--- config.mk ---
export PLATFORM = sky130hd
export DESIGN_NAME = snake_control_flat
export DESIGN_NICKNAME = d
export VERILOG_FILES = /design/src/rtl/snake_control_if.sv /design/src/rtl/snake_control.sv /design/src/flat_wrapper.sv
export SDC_FILE = /design/constraint.sdc
export NUM_CORES = 1
export LEC_CHECK = 0
export ABC_CLOCK_PERIOD_IN_PS = 4200
export CAP_MARGIN = 0
export CORE_UTILIZATION = 55
export CTS_CLUSTER_DIAMETER = 60
export DETAILED_ROUTE_END_ITERATION = 16
export HOLD_SLACK_MARGIN = 0.03
export PLACE_DENSITY = 0.73
export SLEW_MARGIN = 0
export SYNTH_ARGS = -nofsm -noshare
export SYNTH_HDL_FRONTEND = slang
export SYNTH_SLANG_ARGS = --single-unit
--- constraint.sdc ---
create_clock -name clk -period 4.2 [get_ports clk]
set_input_delay 0.63 -clock clk [delete_from_list [all_inputs] [get_ports clk]]
set_output_delay 0.63 -clock clk [all_outputs]
set_load 0.03 [all_outputs]
--- src/rtl/snake_control_if.sv ---
// ============================================================================
// snake_control_if : control bus between the snake sequencer and datapath
// Revision 1.0
// ============================================================================
`default_nettype none

interface snake_control_if;
  logic        start;
  logic        btn_up;
  logic        btn_down;
  logic        btn_left;
  logic        btn_right;
  logic        isDead;
  logic [10:0] length;

  logic        waiting;
  logic        ld_head;
  logic        ld_q_def;
  logic        inc_address;
  logic        rst_address;
  logic        draw_q;
  logic        draw_curr;
  logic        update_head;
  logic        ld_head_into_prev;
  logic        ld_q_into_curr;
  logic        ld_prev_into_q;
  logic        ld_curr_into_prev;
  logic        food_en;
  logic [1:0]  cnt_status;
  logic [2:0]  dir;
  logic [2:0]  colour;
  logic        dead;

  modport master (
    input  start, btn_up, btn_down, btn_left, btn_right, isDead, length,
    output waiting, ld_head, ld_q_def, inc_address, rst_address, draw_q,
           draw_curr, update_head, ld_head_into_prev, ld_q_into_curr,
           ld_prev_into_q, ld_curr_into_prev, food_en, cnt_status, dir,
           colour, dead
  );

  modport slave (
    output start, btn_up, btn_down, btn_left, btn_right, isDead, length,
    input  waiting, ld_head, ld_q_def, inc_address, rst_address, draw_q,
           draw_curr, update_head, ld_head_into_prev, ld_q_into_curr,
           ld_prev_into_q, ld_curr_into_prev, food_en, cnt_status, dir,
           colour, dead
  );
endinterface

`default_nettype wire

--- src/rtl/snake_control.sv ---
// ============================================================================
// snake_control : move sequencer, direction decode and frame pacing for snake
// Revision 1.0
// ============================================================================
`default_nettype none

module snake_control #(
  parameter int FRAME_CYCLES = 5000000,
  parameter int CNT_W        = 23
) (
  input  logic                   clk,
  input  logic                   rst,
  snake_control_if.master        bus
);

  typedef enum logic [3:0] {
    IDLE   = 4'd0,
    INIT_H = 4'd1,
    INIT_W = 4'd2,
    INIT_E = 4'd3,
    WAIT   = 4'd4,
    ERASE  = 4'd5,
    UPDATE = 4'd6,
    SHIFT  = 4'd7,
    EAT    = 4'd8,
    DRAW   = 4'd9,
    DEAD   = 4'd10
  } state_t;

  typedef struct packed {
    logic       waiting;
    logic       ld_head;
    logic       ld_q_def;
    logic       inc_address;
    logic       rst_address;
    logic       draw_q;
    logic       update_head;
    logic       ld_head_into_prev;
    logic       ld_q_into_curr;
    logic       ld_prev_into_q;
    logic       ld_curr_into_prev;
    logic       food_en;
    logic       dead;
    logic [1:0] cnt_status;
    logic [2:0] colour;
  } ctl_t;

  localparam logic [2:0] DIR_UP    = 3'b100;
  localparam logic [2:0] DIR_DOWN  = 3'b110;
  localparam logic [2:0] DIR_LEFT  = 3'b000;
  localparam logic [2:0] DIR_RIGHT = 3'b001;
  localparam logic [CNT_W-1:0] FRAME_LAST = CNT_W'(FRAME_CYCLES - 1);

  state_t           state_q, state_d;
  logic [10:0]      seg_q, seg_d;
  logic [10:0]      len_q, len_d;
  logic [2:0]       sub_q, sub_d;
  logic [CNT_W-1:0] frame_q, frame_d;
  logic [2:0]       dir_q, dir_d;
  logic [2:0]       pend_q, pend_d;
  ctl_t             out_q, out_d;

  logic [10:0]      len_in;
  logic [2:0]       req;
  logic             req_valid;
  logic             tail;

  assign len_in = (bus.length == 11'd0) ? 11'd1 : bus.length;

  always_ff @(posedge clk or negedge rst) begin
    if (!rst) begin
      state_q <= IDLE;
      seg_q   <= '0;
      len_q   <= 11'd1;
      sub_q   <= '0;
      frame_q <= '0;
      dir_q   <= DIR_UP;
      pend_q  <= DIR_UP;
      out_q   <= '0;
    end else begin
      state_q <= state_d;
      seg_q   <= seg_d;
      len_q   <= len_d;
      sub_q   <= sub_d;
      frame_q <= frame_d;
      dir_q   <= dir_d;
      pend_q  <= pend_d;
      out_q   <= out_d;
    end
  end

  // Same-axis requests that differ from the current heading are reversals.
  always_comb begin
    req       = pend_q;
    req_valid = 1'b1;
    if      (bus.btn_up)    req = DIR_UP;
    else if (bus.btn_down)  req = DIR_DOWN;
    else if (bus.btn_left)  req = DIR_LEFT;
    else if (bus.btn_right) req = DIR_RIGHT;
    else                    req_valid = 1'b0;

    pend_d = pend_q;
    if (state_q != IDLE && state_q != DEAD && req_valid &&
        (req[2] != dir_q[2] || req == dir_q))
      pend_d = req;
    dir_d = (state_q == WAIT) ? pend_d : dir_q;
  end

  always_comb begin
    state_d = state_q;
    seg_d   = seg_q;
    len_d   = len_q;
    sub_d   = sub_q;
    frame_d = frame_q;
    case (state_q)
      IDLE: begin
        if (bus.start) begin
          state_d = INIT_H;
          seg_d   = '0;
          sub_d   = '0;
        end
      end
      INIT_H: begin
        state_d = INIT_W;
        len_d   = len_in;
        seg_d   = '0;
      end
      INIT_W: begin
        seg_d = seg_q + 11'd1;
        if (seg_q + 11'd1 == len_q) state_d = INIT_E;
      end
      INIT_E: begin
        state_d = DRAW;
        len_d   = len_in;
        seg_d   = '0;
        sub_d   = '0;
      end
      WAIT: begin
        if (frame_q == FRAME_LAST) begin
          frame_d = '0;
          state_d = ERASE;
          len_d   = len_in;
          seg_d   = '0;
          sub_d   = '0;
        end else begin
          frame_d = frame_q + CNT_W'(1);
        end
      end
      ERASE, DRAW: begin
        if (seg_q != len_q) begin
          if (sub_q == 3'd4) begin
            sub_d = '0;
            seg_d = seg_q + 11'd1;
          end else begin
            sub_d = sub_q + 3'd1;
          end
        end else if (state_q == ERASE) begin
          state_d = UPDATE;
          seg_d   = '0;
          sub_d   = '0;
        end else if (sub_q == 3'd4) begin
          state_d = WAIT;
          seg_d   = '0;
          sub_d   = '0;
          frame_d = '0;
        end else begin
          sub_d = sub_q + 3'd1;
        end
      end
      UPDATE: begin
        if (sub_q == 3'd1) begin
          state_d = SHIFT;
          len_d   = len_in;
          seg_d   = '0;
          sub_d   = '0;
        end else begin
          sub_d = 3'd1;
        end
      end
      SHIFT: begin
        if (seg_q != len_q) begin
          if (sub_q == 3'd3) begin
            sub_d = '0;
            seg_d = seg_q + 11'd1;
          end else begin
            sub_d = sub_q + 3'd1;
          end
        end else begin
          state_d = EAT;
          seg_d   = '0;
          sub_d   = '0;
        end
      end
      EAT: begin
        state_d = DRAW;
        len_d   = len_in;
        seg_d   = '0;
        sub_d   = '0;
      end
      default: state_d = DEAD;
    endcase
    if ((state_q == SHIFT || state_q == DRAW) && bus.isDead) state_d = DEAD;
  end

  // Outputs decode the upcoming state so each strobe lines up with its cycle.
  always_comb begin
    out_d = '0;
    tail  = (seg_d == len_d);
    case (state_d)
      INIT_H: begin
        out_d.ld_head     = 1'b1;
        out_d.rst_address = 1'b1;
      end
      INIT_W: begin
        out_d.ld_q_def    = 1'b1;
        out_d.inc_address = 1'b1;
      end
      INIT_E: out_d.rst_address = 1'b1;
      ERASE, DRAW: begin
        if (!tail) begin
          if (sub_d != 3'd0) begin
            out_d.draw_q      = 1'b1;
            out_d.inc_address = (sub_d == 3'd4);
            out_d.colour      = (state_d == DRAW) ? 3'b010 : 3'b000;
            case (sub_d)
              3'd1:    out_d.cnt_status = 2'b00;
              3'd2:    out_d.cnt_status = 2'b01;
              3'd3:    out_d.cnt_status = 2'b10;
              default: out_d.cnt_status = 2'b11;
            endcase
          end
        end else if (state_d == DRAW && sub_d != 3'd4) begin
          out_d.food_en    = 1'b1;
          out_d.cnt_status = sub_d[1:0];
          out_d.colour     = 3'b100;
        end else begin
          out_d.rst_address = 1'b1;
        end
      end
      UPDATE: begin
        out_d.update_head       = (sub_d == 3'd0);
        out_d.ld_head_into_prev = (sub_d != 3'd0);
      end
      SHIFT: begin
        if (!tail) begin
          out_d.ld_q_into_curr    = (sub_d == 3'd1);
          out_d.ld_prev_into_q    = (sub_d == 3'd2);
          out_d.ld_curr_into_prev = (sub_d == 3'd3);
          out_d.inc_address       = (sub_d == 3'd3);
        end else begin
          out_d.rst_address = 1'b1;
        end
      end
      EAT:     out_d.waiting = 1'b1;
      DEAD:    out_d.dead    = 1'b1;
      default: out_d = '0;
    endcase
  end

  assign bus.waiting           = out_q.waiting;
  assign bus.ld_head           = out_q.ld_head;
  assign bus.ld_q_def          = out_q.ld_q_def;
  assign bus.inc_address       = out_q.inc_address;
  assign bus.rst_address       = out_q.rst_address;
  assign bus.draw_q            = out_q.draw_q;
  assign bus.draw_curr         = 1'b0;
  assign bus.update_head       = out_q.update_head;
  assign bus.ld_head_into_prev = out_q.ld_head_into_prev;
  assign bus.ld_q_into_curr    = out_q.ld_q_into_curr;
  assign bus.ld_prev_into_q    = out_q.ld_prev_into_q;
  assign bus.ld_curr_into_prev = out_q.ld_curr_into_prev;
  assign bus.food_en           = out_q.food_en;
  assign bus.cnt_status        = out_q.cnt_status;
  assign bus.colour            = out_q.colour;
  assign bus.dead              = out_q.dead;
  assign bus.dir               = dir_q;

endmodule

`default_nettype wire

--- src/flat_wrapper.sv ---
// flat-port wrapper written by rule: the top's interface ports become plain ports
module snake_control_flat 
#(
  parameter int FRAME_CYCLES = 5000000,
  parameter int CNT_W        = 23
)
  (clk, rst, bus_start, bus_btn_up, bus_btn_down, bus_btn_left, bus_btn_right, bus_isDead, bus_length, bus_waiting, bus_ld_head, bus_ld_q_def, bus_inc_address, bus_rst_address, bus_draw_q, bus_draw_curr, bus_update_head, bus_ld_head_into_prev, bus_ld_q_into_curr, bus_ld_prev_into_q, bus_ld_curr_into_prev, bus_food_en, bus_cnt_status, bus_dir, bus_colour, bus_dead);
  snake_control_if bus_i ();
  input  logic clk;
  input  logic rst;
  input wire logic [$bits(bus_i.start)-1:0] bus_start;
  input wire logic [$bits(bus_i.btn_up)-1:0] bus_btn_up;
  input wire logic [$bits(bus_i.btn_down)-1:0] bus_btn_down;
  input wire logic [$bits(bus_i.btn_left)-1:0] bus_btn_left;
  input wire logic [$bits(bus_i.btn_right)-1:0] bus_btn_right;
  input wire logic [$bits(bus_i.isDead)-1:0] bus_isDead;
  input wire logic [$bits(bus_i.length)-1:0] bus_length;
  output wire logic [$bits(bus_i.waiting)-1:0] bus_waiting;
  output wire logic [$bits(bus_i.ld_head)-1:0] bus_ld_head;
  output wire logic [$bits(bus_i.ld_q_def)-1:0] bus_ld_q_def;
  output wire logic [$bits(bus_i.inc_address)-1:0] bus_inc_address;
  output wire logic [$bits(bus_i.rst_address)-1:0] bus_rst_address;
  output wire logic [$bits(bus_i.draw_q)-1:0] bus_draw_q;
  output wire logic [$bits(bus_i.draw_curr)-1:0] bus_draw_curr;
  output wire logic [$bits(bus_i.update_head)-1:0] bus_update_head;
  output wire logic [$bits(bus_i.ld_head_into_prev)-1:0] bus_ld_head_into_prev;
  output wire logic [$bits(bus_i.ld_q_into_curr)-1:0] bus_ld_q_into_curr;
  output wire logic [$bits(bus_i.ld_prev_into_q)-1:0] bus_ld_prev_into_q;
  output wire logic [$bits(bus_i.ld_curr_into_prev)-1:0] bus_ld_curr_into_prev;
  output wire logic [$bits(bus_i.food_en)-1:0] bus_food_en;
  output wire logic [$bits(bus_i.cnt_status)-1:0] bus_cnt_status;
  output wire logic [$bits(bus_i.dir)-1:0] bus_dir;
  output wire logic [$bits(bus_i.colour)-1:0] bus_colour;
  output wire logic [$bits(bus_i.dead)-1:0] bus_dead;
  assign bus_i.start = bus_start;
  assign bus_i.btn_up = bus_btn_up;
  assign bus_i.btn_down = bus_btn_down;
  assign bus_i.btn_left = bus_btn_left;
  assign bus_i.btn_right = bus_btn_right;
  assign bus_i.isDead = bus_isDead;
  assign bus_i.length = bus_length;
  assign bus_waiting = bus_i.waiting;
  assign bus_ld_head = bus_i.ld_head;
  assign bus_ld_q_def = bus_i.ld_q_def;
  assign bus_inc_address = bus_i.inc_address;
  assign bus_rst_address = bus_i.rst_address;
  assign bus_draw_q = bus_i.draw_q;
  assign bus_draw_curr = bus_i.draw_curr;
  assign bus_update_head = bus_i.update_head;
  assign bus_ld_head_into_prev = bus_i.ld_head_into_prev;
  assign bus_ld_q_into_curr = bus_i.ld_q_into_curr;
  assign bus_ld_prev_into_q = bus_i.ld_prev_into_q;
  assign bus_ld_curr_into_prev = bus_i.ld_curr_into_prev;
  assign bus_food_en = bus_i.food_en;
  assign bus_cnt_status = bus_i.cnt_status;
  assign bus_dir = bus_i.dir;
  assign bus_colour = bus_i.colour;
  assign bus_dead = bus_i.dead;
  snake_control #(.FRAME_CYCLES(FRAME_CYCLES), .CNT_W(CNT_W)) u_core (.clk(clk), .rst(rst), .bus(bus_i));
endmodule
==> flow_summary.ini, run 1 <==
[global_route]
grt_usage = 0.307
met3_usage = 0.0670
use_met2 = 0.453
grtUsageMet1 = 0.451
overflow = 0
grt_start_max_net_pins = 75
grt_first_pass_wirelength_mm = 20.7
grt_pass1_vias = 4075
gr-max-usage-layer = met2
antenna_found_initial = 0

[critical_path]
cp.arrival_ns = 4.05
setup.worst_path.end_class = register
cp_max_fo = 13
cp-start-kind = register
critPathSlowestCell = or4b_1
critical_path_required_ns = 4.45
slowest_delay_ns = 0.55
path_class = register to register
critPathTopFamily = simple AND/OR/NAND/NOR gates
cp_num_buf_inv = 1
path_cells = or4b_1, or4_1, or2_0, a211oi_4, buf_4, mux2_2, nand3_1, o21ai_0, nor3_1, nand3_2, mux2_4

[sta]
rsz0062_at_grt = no
min_period_ns = 3.81
skew_ns = 0.0156
worst_pin_slew_ns = 0.934
period_share = 0.906
hold_viol = 0
holdWs_ns = 0.379
setup_violations = 0
slew-limit-headroom = 0.377
drv_slew = 0
setup_tns_ns = 0
fmax_ghz = 0.263

[floorplan]
die_h_um = 95.0
io_pins = 41
die_x_um = 95.0
initial_core_util = 0.574
die_area_mm2 = 0.00903
core_area_mm2 = 0.00830
rows = 33

[yosys]
synthFlopType = dfrtp_1
muxShareOfSynthArea = 0.0431
mappedNetlistArea_mm2 = 0.00476
async_flop_share = 1.00
syn-instance-count = 547
synth_top_family_by_area = simple AND/OR/NAND/NOR gates
synth_compound_area_frac = 0.178
synth.distinct_cells = 74
synth-xor-area-share = 0.0773
synthAdderAreaFrac = 0.0210
synth-edff-count = 0
ys_seq_elements = 74
synthSimpleGateAreaFrac = 0.250
syn_area_per_cell_um2 = 8.70
ys_warn_count = 0
yosysSeqAreaShare = 0.390

[clocking]
root_buffer = clkbuf_8
cts_max_level = 3
cts_made_buffers = 9
cts_resized = 0
clkTransAtPathRegs_ns = 0.09
cts_sinks = 74
clk_latency_ns = 0.36
post_cts_buffers = 0
cts_tree = yes
ctsHoldBuffers = 0
cts.path.max_buffers = 2

[final_layout]
multi_input_area_mm2 = 0.00272
syn_to_final_growth_pct = 16.1
nFillCells = 686
layout.nets = 615
postLayoutCoreUtil = 0.666
drive_above_1_share = 0.103
final_cell_mix = 71 x dfrtp_1, 58 x nand2_1, 54 x nor2_1, 46 x o21ai_0, 37 x clkdlybuf4s50_1
finalInstanceArea_mm2 = 0.00553
seq_area_mm2 = 0.00186
diodes = 0
mostFrequentLayoutCell = dfrtp_1

[placement]
dpl_cell_area_mm2 = 0.00529
place.gp.congestion = 0.956
io_buffers = 38
dp_hpwl_mm = 9.42

[hold_path]
holdCritPathClass = input port to asynchronous set/reset pin

[route]
post_drt_via_cell_ratio = 6.27
first_iter_violations = 358
drc = 0
final_antenna_net_count = 0
vias = 4376
drt_first_pass_iters = 6
wl_mm = 12.9
wl_per_cell_um = 18.4

[flow_run]
max_cap_violations = 0

[pwr]
ir_drop_mv = 0.443
leakage_uw = 0.00234
power_density_mw_per_mm2 = 546

[run_status]
status = completed
==> worst register-to-register path, stage by stage (launching register included) <==
cell and delay [ns]:
dfrtp_1 0.45, or4b_1 0.55, or4_1 0.42, or2_0 0.34
a211oi_4 0.27, buf_4 0.26, mux2_2 0.40, nand3_1 0.09
o21ai_0 0.10, nor3_1 0.32, nand3_2 0.18, mux2_4 0.32
==> report_power, final <==
group	internal, uW	switching (uW)
sequential	840	130
combinational	548	816
clock	397	288
total	1780	1230
==> registers in the layout, summed over array words and instances (netlist names), 2 cells and up <==
register               count
u_core.bus.cnt_status      2
u_core.bus.colour          2
u_core.frame_q            23
u_core.sub_q               3
u_core.pend_q              3
u_core.len_q              11
u_core.state_q             4
u_core.seg_q              11
u_core.bus.dir             3
==> metrics by stage <==
step	cells	worst slack, ns	power, uW
global placement	682	0.531	2290
global route	698	0.149	3190
CTS	698	0.401	3010
finish	698	0.393	3020
floorplan	548	0.682	1940
detailed placement	682	0.409	2320
==> synth_stat cells (3+ instances only) <==
| library cell | n | area [um^2] |
|---|---|---|
| o31ai_1 | 5 | 37.5 |
| buf_4 | 3 | 22.5 |
| nand3_1 | 22 | 110 |
| nor4_1 | 8 | 50.1 |
| mux2_2 | 10 | 113 |
| nand2_1 | 58 | 218 |
| nor3_1 | 19 | 95.1 |
| o22ai_1 | 5 | 31.3 |
| nand4_1 | 3 | 18.8 |
| nor2b_1 | 6 | 37.5 |
| a311o_1 | 3 | 30.0 |
| nor2_1 | 54 | 203 |
| o21ai_0 | 46 | 230 |
| ha_1 | 8 | 100 |
| nor3b_1 | 3 | 22.5 |
| xor2_1 | 17 | 149 |
| nor4b_1 | 3 | 26.3 |
| inv_1 | 18 | 67.6 |
| dfrtp_1 | 71 | 1780 |
| a221o_1 | 3 | 30.0 |
| o21a_1 | 3 | 22.5 |
| clkbuf_1 | 20 | 75.1 |
| xnor2_1 | 25 | 219 |
| dfstp_2 | 3 | 78.8 |
| a21oi_1 | 23 | 115 |
| and3_1 | 19 | 119 |
| o32a_1 | 3 | 30.0 |
| mux2i_1 | 4 | 40.0 |
| buf_2 | 3 | 15.0 |
| or2_2 | 3 | 18.8 |
| o21ai_1 | 3 | 15.0 |
| a31oi_1 | 5 | 31.3 |
| a21o_1 | 4 | 30.0 |
| and2_1 | 4 | 25.0 |
| nand2b_1 | 6 | 37.5 |
| or3_1 | 4 | 25.0 |
==> layer usage <==
metal	wire length, um	vias to the layer above
met3	955	27
met1	5960	2114
met5	0	-
li1	-	2052
met2	5690	183
met4	261	0
==> cells by family after synthesis <==
family / after synthesis
AND/OR/NAND/NOR: 229
AO/OA/AOI/OAI: 130
flip-flops: 74
buffers and inverters: 45
XOR/XNOR: 42
multiplexers: 18
adder cells (fa/ha/maj): 8
other: 1
==> final timing paths <==
kind                                    start                  endpoint  slack [ns]  cells after the start
setup / recovery           u_core.frame_q[10]  u_core.bus.cnt_status[0]        0.39                     11
hold / removal                            rst         u_core.bus.dir[0]        0.38                      1
setup reg to reg           u_core.frame_q[10]  u_core.bus.cnt_status[0]        0.39                     11
hold reg to reg             u_core.bus.dir[2]         u_core.bus.dir[2]        0.48                      2
max in group asynchronous                 rst         u_core.state_q[3]        3.17                      1
min in group clk            u_core.bus.dir[2]         u_core.bus.dir[2]        0.48                      2
==> layout make-up <==
| type | instances | share of cell area |
|---|---|---|
| Clock buffer | 10 | 0.0231 |
| Clock inverter | 6 | 0.0206 |
| Inverter | 18 | 0.0122 |
| Multi-Input combinational cell | 429 | 0.492 |
| Sequential cell | 74 | 0.336 |
| Tap cell | 105 | 0.0238 |
| Timing Repair Buffer | 56 | 0.0928 |
No activity file was read; power rests on OpenSTA's default activity.
==> run 2, diff against run 1 <==
- GPL_TIMING_DRIVEN: not set -> 0
- SKIP_CTS_REPAIR_TIMING: not set -> 1
==> flow_summary.ini, run 2 (synthesized netlist as in run 1, its figures left out) <==
[run_status]
status = completed

[final_layout]
diodes = 0
largestRegisters = u_core.frame_q: 23 flops, u_core.len_q: 11 flops, u_core.seg_q: 11 flops
top_register = u_core.frame_q
final_cell_mix = 71 x dfrtp_1, 58 x nand2_1, 54 x nor2_1, 46 x o21ai_0, 37 x clkdlybuf4s50_1
stdcell_count = 708
mostFrequentLayoutCell = dfrtp_1
finalInstanceArea_mm2 = 0.00553
layout.nets = 625
largest_reg_flops = 23
drive_above_1_share = 0.0862
syn_to_final_growth_pct = 16.2

[pwr]
pwr-share-seq = 0.311
ir_drop_mv = 0.374
p_sw_uw = 1230
clkPwrFrac = 0.225
p_int_uw = 1780
total_power_uw = 3010
switching_share = 0.409
leakage_uw = 0.00233
power_frac_comb = 0.463
power_density_mw_per_mm2 = 544

[route]
vias = 4407
final_antenna_net_count = 0
post_drt_via_cell_ratio = 6.22
first_iter_violations = 417
wl_per_cell_um = 17.2
drc = 0
wl_mm = 12.2
drt_first_pass_iters = 5

[clocking]
clkTransAtPathRegs_ns = 0.08
clk_latency_ns = 0.36
cts_made_buffers = 9
cts_tree = yes
cts_sinks = 74
cts.path.max_buffers = 2
root_buffer = clkbuf_8
cts_max_level = 3

[placement]
dpl_cell_area_mm2 = 0.00529
dp.cells = 692
dp_hpwl_mm = 9.02
io_buffers = 38
place.gp.congestion = 0.989

[critical_path]
path_class = register to register
cp.arrival_ns = 4.19
setup.worst_path.end_class = register
cp_max_fo = 7
critical_path_required_ns = 4.45
reg2regPathDepth = 10
r2r_setup_slack_ns = 0.26
cp-start-kind = register
r2r_end = u_core.bus.cnt_status[0]
reg2reg_from = u_core.frame_q[10]

[global_route]
grt_first_pass_wirelength_mm = 19.8
grt_usage = 0.289
overflow = 0
antenna_found_initial = 0
grt_pass1_vias = 3937
grt_start_max_net_pins = 43

[flow_run]
max_cap_violations = 0

[floorplan]
die_area_mm2 = 0.00903
io_pins = 41
die_h_um = 95.0
die_x_um = 95.0
core_area_mm2 = 0.00830
rows = 33
initial_core_util = 0.574

[sta]
worst_pin_slew_ns = 1.02
min_period_ns = 3.94
rsz0062_at_grt = no
drv_slew = 0
period_share = 0.938
hold_viol = 0
skew_ns = 0.0104
fmax_ghz = 0.254
setup_violations = 0
slew-limit-headroom = 0.316

[hold_path]
holdCritPathClass = input port to asynchronous set/reset pin
[run 2: cell types whose count changed in the layout (fill, tap and decap cells not counted), moves of 2 or more]
cell and delta:
clkbuf_1 +19, buf_4 -15, buf_2 +3, clkinv_2 +2
[run 2: how the worst max path moves through the flow]
| stage | to | slack [ns] | cells after the start | from |
|---|---|---|---|---|
| 2_1_floorplan | u_core.bus.cnt_status[0] | 0.68 | 11 | u_core.frame_q[10] |
| 3_3_place_gp | u_core.bus.cnt_status[0] | -0.05 | 1 | rst |
| 3_5_place_dp | u_core.bus.cnt_status[0] | 0.32 | 11 | u_core.frame_q[10] |
| 4_1_cts | u_core.bus.cnt_status[0] | 0.30 | 11 | u_core.frame_q[10] |
| 5_1_grt | u_core.bus.cnt_status[0] | 0.02 | 11 | u_core.state_q[3] |
| 6_report | u_core.bus.cnt_status[0] | 0.26 | 10 | u_core.frame_q[10] |
[run 2: worst max-delay path, cell delays in order (launching register included)]
cell      delay [ns]
dfrtp_1         0.45
or4b_1          0.54
or4_1           0.42
o21ai_1         0.41
o211ai_1        0.37
a221o_1         0.51
nor2_1          0.14
o22a_1          0.15
nor4b_4         0.30
nand3_2         0.19
mux2_4          0.33
[run 2: layout make-up]
class | count | area, um^2
Timing Repair Buffer | 39 | 398
Tap cell | 105 | 131
Sequential cell | 74 | 1860
Buffer | 27 | 124
Inverter | 18 | 67.6
Clock inverter | 7 | 116
Fill cell | 687 | 2770
Multi-Input combinational cell | 429 | 2720
Clock buffer | 9 | 124
[run 2: layer usage]
metal	vias to the layer above	track usage	wire [um]	part of all wire
li1	2060	-	-	-
met1	2113	0.434	5780	0.47
met2	206	0.409	5200	0.43
met3	28	0.0510	934	0.077
met4	0	0.120	291	0.024
met5	-	0	0	0
[run 2: power groups by stage]
stage	logic [uW]	clock network [uW]	registers (uW)
after floorplan	966	0	973
after detailed placement	1360	0	951
after global placement	1330	0	947
after global routing	1500	724	951
final	1390	678	937
after CTS	1370	689	938
[run 2: through the flow]
stage | setup TNS, ns | utilization | hold slack, ns | worst slack [ns]
floorplan | 0 | - | 0.334 | 0.682
global placement | -3.11 | 0.636 | 0.470 | -0.0491
detailed placement | 0 | 0.638 | 0.478 | 0.316
CTS | 0 | 0.667 | 0.203 | 0.297
global route | 0 | 0.667 | 0.218 | 0.0195
finish | 0 | 0.667 | 0.196 | 0.260
==> run 3, diff against run 2 <==
- SLEW_MARGIN: 0 -> 20
==> results of run 3 <==
Same layout as run 2: the final DEF is identical, and so are final timing and power.
